File: src/rtl/bram_transpose_ctrl.sv
// Tile transpose sequencer: row-major writes into BRAM port A, then column-major
// reads through port B into a 2-entry output FIFO with valid/ready backpressure.
module bram_transpose_ctrl #(
    parameter int DATA_WIDTH = 8,
    parameter int ADDR_WIDTH = 11,
    parameter int TILE_DIM   = 16
) (
    input  logic                  clk,
    input  logic                  rst,
    input  logic [DATA_WIDTH-1:0] in_data,
    input  logic                  in_valid,
    output logic                  in_ready,
    output logic [DATA_WIDTH-1:0] out_data,
    output logic                  out_valid,
    input  logic                  out_ready,
    output logic                  out_last,
    output logic                  tile_done,
    output logic [15:0]           tiles_count,
    output logic [ADDR_WIDTH-1:0] addr_a,
    output logic [DATA_WIDTH-1:0] data_in_a,
    output logic                  wen_a,
    output logic                  ren_a,
    output logic [ADDR_WIDTH-1:0] addr_b,
    output logic [DATA_WIDTH-1:0] data_in_b,
    output logic                  wen_b,
    output logic                  ren_b,
    input  logic [DATA_WIDTH-1:0] data_out_b
);
    localparam int CW = (TILE_DIM > 1) ? $clog2(TILE_DIM) : 1;
    localparam logic [CW-1:0]         LAST  = CW'(TILE_DIM - 1);
    localparam logic [CW-1:0]         ONE   = CW'(1);
    localparam logic [ADDR_WIDTH-1:0] DIM_A = ADDR_WIDTH'(TILE_DIM);

    typedef enum logic {LOAD, DRAIN} state_t;
    state_t state, state_next;

    logic [CW-1:0]         wr_row, wr_col, rd_r, rd_c, out_r, out_c;
    logic                  rd_done, in_flight;
    logic [DATA_WIDTH-1:0] fifo_mem [2];
    logic                  fifo_wp, fifo_rp;
    logic [1:0]            fifo_cnt, occupancy;
    logic                  accept, last_in, pop, last_pop;

    assign accept    = in_ready && in_valid;
    assign last_in   = accept && (wr_row == LAST) && (wr_col == LAST);
    assign out_valid = (fifo_cnt != 2'd0);
    assign out_data  = fifo_mem[fifo_rp];
    assign out_last  = out_valid && (out_r == LAST) && (out_c == LAST);
    assign pop       = out_valid && out_ready;
    assign last_pop  = pop && out_last;
    assign tile_done = last_pop;
    assign occupancy = fifo_cnt + {1'b0, in_flight};

    assign wen_a     = accept;
    assign addr_a    = ADDR_WIDTH'(wr_row) * DIM_A + ADDR_WIDTH'(wr_col);
    assign data_in_a = in_data;
    assign ren_a     = 1'b0;
    assign addr_b    = ADDR_WIDTH'(rd_r) * DIM_A + ADDR_WIDTH'(rd_c);
    assign data_in_b = '0;
    assign wen_b     = 1'b0;

    // NOTE: sequential state is assigned with <= so every flop samples pre-edge values.
    always_ff @(posedge clk) begin
        if (rst) state <= LOAD;
        else     state <= state_next;
    end

    // NOTE: defaults first in every always_comb so no path leaves a signal unassigned (no latch).
    always_comb begin
        state_next = state;
        case (state)
            LOAD:    if (last_in)  state_next = DRAIN;
            DRAIN:   if (last_pop) state_next = LOAD;
            default: state_next = LOAD;
        endcase
    end

    // A pop in the same cycle frees a slot, which keeps full throughput at two outstanding.
    always_comb begin
        in_ready = 1'b0;
        ren_b    = 1'b0;
        case (state)
            LOAD:    in_ready = 1'b1;
            DRAIN:   ren_b = !rd_done && ((occupancy < 2'd2) || ((occupancy == 2'd2) && pop));
            default: ;
        endcase
    end

    always_ff @(posedge clk) begin
        if (rst) begin
            wr_row      <= '0;
            wr_col      <= '0;
            rd_r        <= '0;
            rd_c        <= '0;
            rd_done     <= 1'b0;
            out_r       <= '0;
            out_c       <= '0;
            in_flight   <= 1'b0;
            fifo_wp     <= 1'b0;
            fifo_rp     <= 1'b0;
            fifo_cnt    <= 2'd0;
            tiles_count <= 16'd0;
        end else begin
            in_flight <= ren_b;
            if (accept) begin
                if (wr_col == LAST) begin
                    wr_col <= '0;
                    wr_row <= (wr_row == LAST) ? '0 : wr_row + ONE;
                end else begin
                    wr_col <= wr_col + ONE;
                end
            end
            if (ren_b) begin
                if (rd_r == LAST) begin
                    rd_r <= '0;
                    if (rd_c == LAST) begin
                        rd_c    <= '0;
                        rd_done <= 1'b1;
                    end else begin
                        rd_c <= rd_c + ONE;
                    end
                end else begin
                    rd_r <= rd_r + ONE;
                end
            end
            if (in_flight) fifo_wp <= ~fifo_wp;
            if (pop) begin
                fifo_rp <= ~fifo_rp;
                if (out_r == LAST) begin
                    out_r <= '0;
                    out_c <= (out_c == LAST) ? '0 : out_c + ONE;
                end else begin
                    out_r <= out_r + ONE;
                end
            end
            fifo_cnt <= fifo_cnt + {1'b0, in_flight} - {1'b0, pop};
            if (last_pop) begin
                rd_done     <= 1'b0;
                tiles_count <= tiles_count + 16'd1;
            end
        end
    end

    // NOTE: FIFO storage is not reset; fifo_cnt alone decides which entries are valid.
    always_ff @(posedge clk) begin
        if (in_flight) fifo_mem[fifo_wp] <= data_out_b;
    end

endmodule

File: config.mk
export PLATFORM = sky130hd
export DESIGN_NAME = bram_transpose_ctrl
export DESIGN_NICKNAME = d
export VERILOG_FILES = /design/src/rtl/bram_transpose_ctrl.sv
export SDC_FILE = /design/constraint.sdc
export NUM_CORES = 1
export LEC_CHECK = 0
export ABC_AREA = 1
export ABC_CLOCK_PERIOD_IN_PS = 2420
export CAP_MARGIN = 15
export CORE_ASPECT_RATIO = 1.1
export CORE_UTILIZATION = 43
export DETAILED_ROUTE_END_ITERATION = 6
export PLACE_DENSITY = 0.71
export SETUP_SLACK_MARGIN = 0.2
export SKIP_CTS_REPAIR_TIMING = 1
export SKIP_LAST_GASP = 1
export SLEW_MARGIN = 20
export SYNTH_ARGS = -nofsm -noshare
export SYNTH_HDL_FRONTEND = slang
export SYNTH_SLANG_ARGS = --single-unit
File: constraint.sdc
create_clock -name clk -period 2.42 [get_ports clk]
set_input_delay 0.363 -clock clk [delete_from_list [all_inputs] [get_ports clk]]
set_output_delay 0.363 -clock clk [all_outputs]
set_load 0.005 [all_outputs]
==> impl_metrics.csv <==
group,metric,value,unit
critical_path,path_cells,"ha_2 > nand2_1 > nor2_4 > nand2_2 > nor2_4 > clkdlybuf4s50_1",
placed_design,place_area,3730,um2
synthesis,synth.most_common_cell,"nand2_1",
critical_path,crit_arrival,1800,ps
global_routing,grt_max_degree,29,
sta,period_share,89.4,%
power_and_ir_drop,comb_power_share,7.3,%
route,vias_per_cell,4.85,
sta,maxSlewHeadroom,55.2,%
floorplan,die_w,84.0,um
floorplan,core_area,7090,um2
power_and_ir_drop,p_int,0.00178,W
sta,worstMarginPinSlew,670,ps
outcome,status,"finished, violations left",
critical_path,critPathCaptureType,"output pin",
sta,setup_viol,0,
route,vias,2585,
sta,setup_slack,257,ps
worst_hold_path,hp-class,"reg2reg",
finish,final_cell_area,3990,um2
synthesis,synthCells,383,
route,dr.pass1.iters,7,
placed_design,gp_congestion,0.787,
cts,cts_buffers,9,
global_routing,grt_pass1_vias,2402,
route,ant_nets,0,
sta,rsz0062_at_grt,"yes",
finish,postLayoutCoreUtil,56.3,%
synthesis,async_flop_share,0,%
critical_path,cp_top_family,"buffers and inverters",
synthesis,synth_top_flop_cell,"dfxtp_1",
floorplan,dieArea,7750,um2
power_and_ir_drop,seqPwrFrac,49.8,%
synthesis,ys_seq_area_share,45.3,%
power_and_ir_drop,power_leakage,1.54,nW
synthesis,yosysTopAreaCell,"dfxtp_1",
critical_path,max_stage_delay,510,ps
critical_path,path_class,"reg2out",
synthesis,yosysTopAreaCellShare,30.2,%
floorplan,initial_core_util,44.9,%
sta,hold_viol,0,
power_and_ir_drop,powerDensity,568,nW/um2
sta,min_period,2160,ps
global_routing,grt-ovfl-total,0,
placed_design,dp_slack,200,ps
critical_path,critical_path_required,2060,ps
synthesis,yosys_register_bits,64,
finish,nets,472,
power_and_ir_drop,p_clk_share,42.9,%
cts,clock_sinks,64,
critical_path,cp_max_fo,3,
sta,slew_violations,0,
finish,antennaDiodeCount,0,
cts,htreeDepth,3,
cts,cts.reportedPaths.clkPinSlew,60,ps
sta,fin_skew,5.34,ps
synthesis,synth.area.top_cells,"dfxtp_1 (30%), edfxtp_1 (15%), nand2_1 (8.5%), buf_4 (5.7%), nor2_1 (4.7%)",
floorplan,die_h,92.2,um
critical_path,cp_slowest_cell,"clkdlybuf4s50_1",
global_routing,antenna_found_initial,0,
route,drtIter0Drc,118,
cts,cts_tree,"yes",
global_routing,grt_pass1_wl,10500,um
floorplan,io_pins,90,
synthesis,syn_area_per_cell,8.31,um2
sta,fmax,462,MHz
synthesis,synth_edf_count,16,
sta,finalSetupTns,0,ps
synthesis,synthesis.area,3180,um2
synthesis,ys_types,34,
synthesis,synth_commonest_cells,"nand2_1 (72), dfxtp_1 (48), nor2_1 (40)",
global_routing,grtUsageTotal,17.0,%
critical_path,critPathLaunchType,"flop",
critical_path,cp.buffers_inverters,1,
route,routed_wirelength,6210,um
finish,layout-drive-gt1-share,13.2,%
power_and_ir_drop,ir_drop,316,uV
power_and_ir_drop,sw_frac_of_total,21.4,%
power_and_ir_drop,totalPowerFinal,0.00226,W
flow_run,drv_cap,0,
cts,clockRootBuffer,"clkbuf_8",
route,drc,20,
finish,area_delta_synth_final,25.3,%
critical_path,cp_common_cell,"nor2_4",
placed_design,portBuffers,57,
synthesis,ys_warn_count,0,
placed_design,post-dp-hpwl,4370,um
cts,clk_latency,340,ps
power_and_ir_drop,power.switching,0.000483,W
floorplan,rows,32,
outcome,violations,"DRC",
route,wire_per_inst,11.7,um
cts,cts.path.max_buffers,2,
[final timing paths]
check	startpoint	endpoint	slack (ps)	cells past startpoint
max reg2reg	out_r[0]$_SDFFE_PP0P_	tiles_count[3]$_SDFFE_PP0P_	850	9
max	out_r[0]$_SDFFE_PP0P_	tile_done	260	6
min	fifo_rp$_SDFFE_PP0P_	flop	450	1
min reg2reg	fifo_rp$_SDFFE_PP0P_	flop	450	1
[kinds of logic after synthesis]
| logic type | after synthesis | share of synthesized area (%) |
|---|---|---|
| compound gates | 50 | 8.18 |
| xor+xnor | 7 | 1.93 |
| fa+ha+maj | 9 | 3.54 |
| buf+inv | 73 | 11.9 |
| flops | 64 | 45.3 |
| mux | 8 | 2.83 |
| other cells | 1 | 0.118 |
| simple gates | 171 | 26.2 |
[cells in the final DEF, fill, tap and decap left out, types with 3 or more instances in the layout]
master / count
conb_1: 16
xor2_1: 7
inv_2: 4
a21oi_1: 29
nor2_1: 40
nand2_1: 72
nor2_4: 6
buf_4: 7
nand2_2: 4
nand4_1: 11
inv_1: 38
ha_1: 7
mux2_2: 8
clkdlybuf4s50_1: 55
dfxtp_2: 3
nand3_1: 18
o21ai_0: 18
edfxtp_1: 16
dfxtp_1: 45
clkbuf_8: 13
nor3_1: 7
[power by group through the flow]
stage,Sequential (W),Clock [W],Combinational [W]
final,0.00113,0.000971,0.000166
after global routing,0.00113,0.00104,0.000185
after CTS,0.00113,0.00100,0.000163
after detailed placement,0.00115,0,0.000161
after global placement,0.00115,0,0.000159
after floorplan,0.00114,0,0.000128
[worst register-to-register path, stage by stage (launching register included)]
cell,delay [ps]
dfxtp_2,350
ha_2,200
nand2_1,90
nor2_4,120
nand2_2,80
nor2_4,110
buf_4,200
nand2_1,80
o21ai_0,160
a21oi_1,60
[layout make-up]
cell class | count | area, um2
Fill cell | 660 | 3100
Sequential cell | 64 | 1450
Multi-Input combinational cell | 261 | 1430
Timing Repair Buffer | 64 | 628
Clock buffer | 14 | 183
Inverter | 43 | 161
Tap cell | 85 | 106
Clock inverter | 2 | 35.0
[registers in the layout, indices dropped and copies added, names as in the netlist, named ones only]
register / flops
tiles_count: 16
in_flight: 1
rd_done: 1
out_r: 4
fifo_rp: 1
out_c: 4
fifo_mem: 16
rd_r: 4
rd_c: 4
fifo_wp: 1
fifo_cnt: 2
state: 1
wr_row: 4
wr_col: 4
[through the flow]
stage                     instances  hold slack, ps
after global placement          515             436
after detailed placement        515             443
after floorplan                 398             425
after CTS                       531             450
after global routing            533             481
final                           533             450
[layer usage]
metal	wire (um)	part of all wire, %	global-route usage, %	up-vias
met5	0	0	0	-
met4	104	1.7	9.48	0
met3	347	5.6	3.33	9
met2	3010	48	29.1	68
met1	2750	44	20.1	1167
li1	-	-	-	1341
Note: power is estimated with default switching activity, not from simulation.
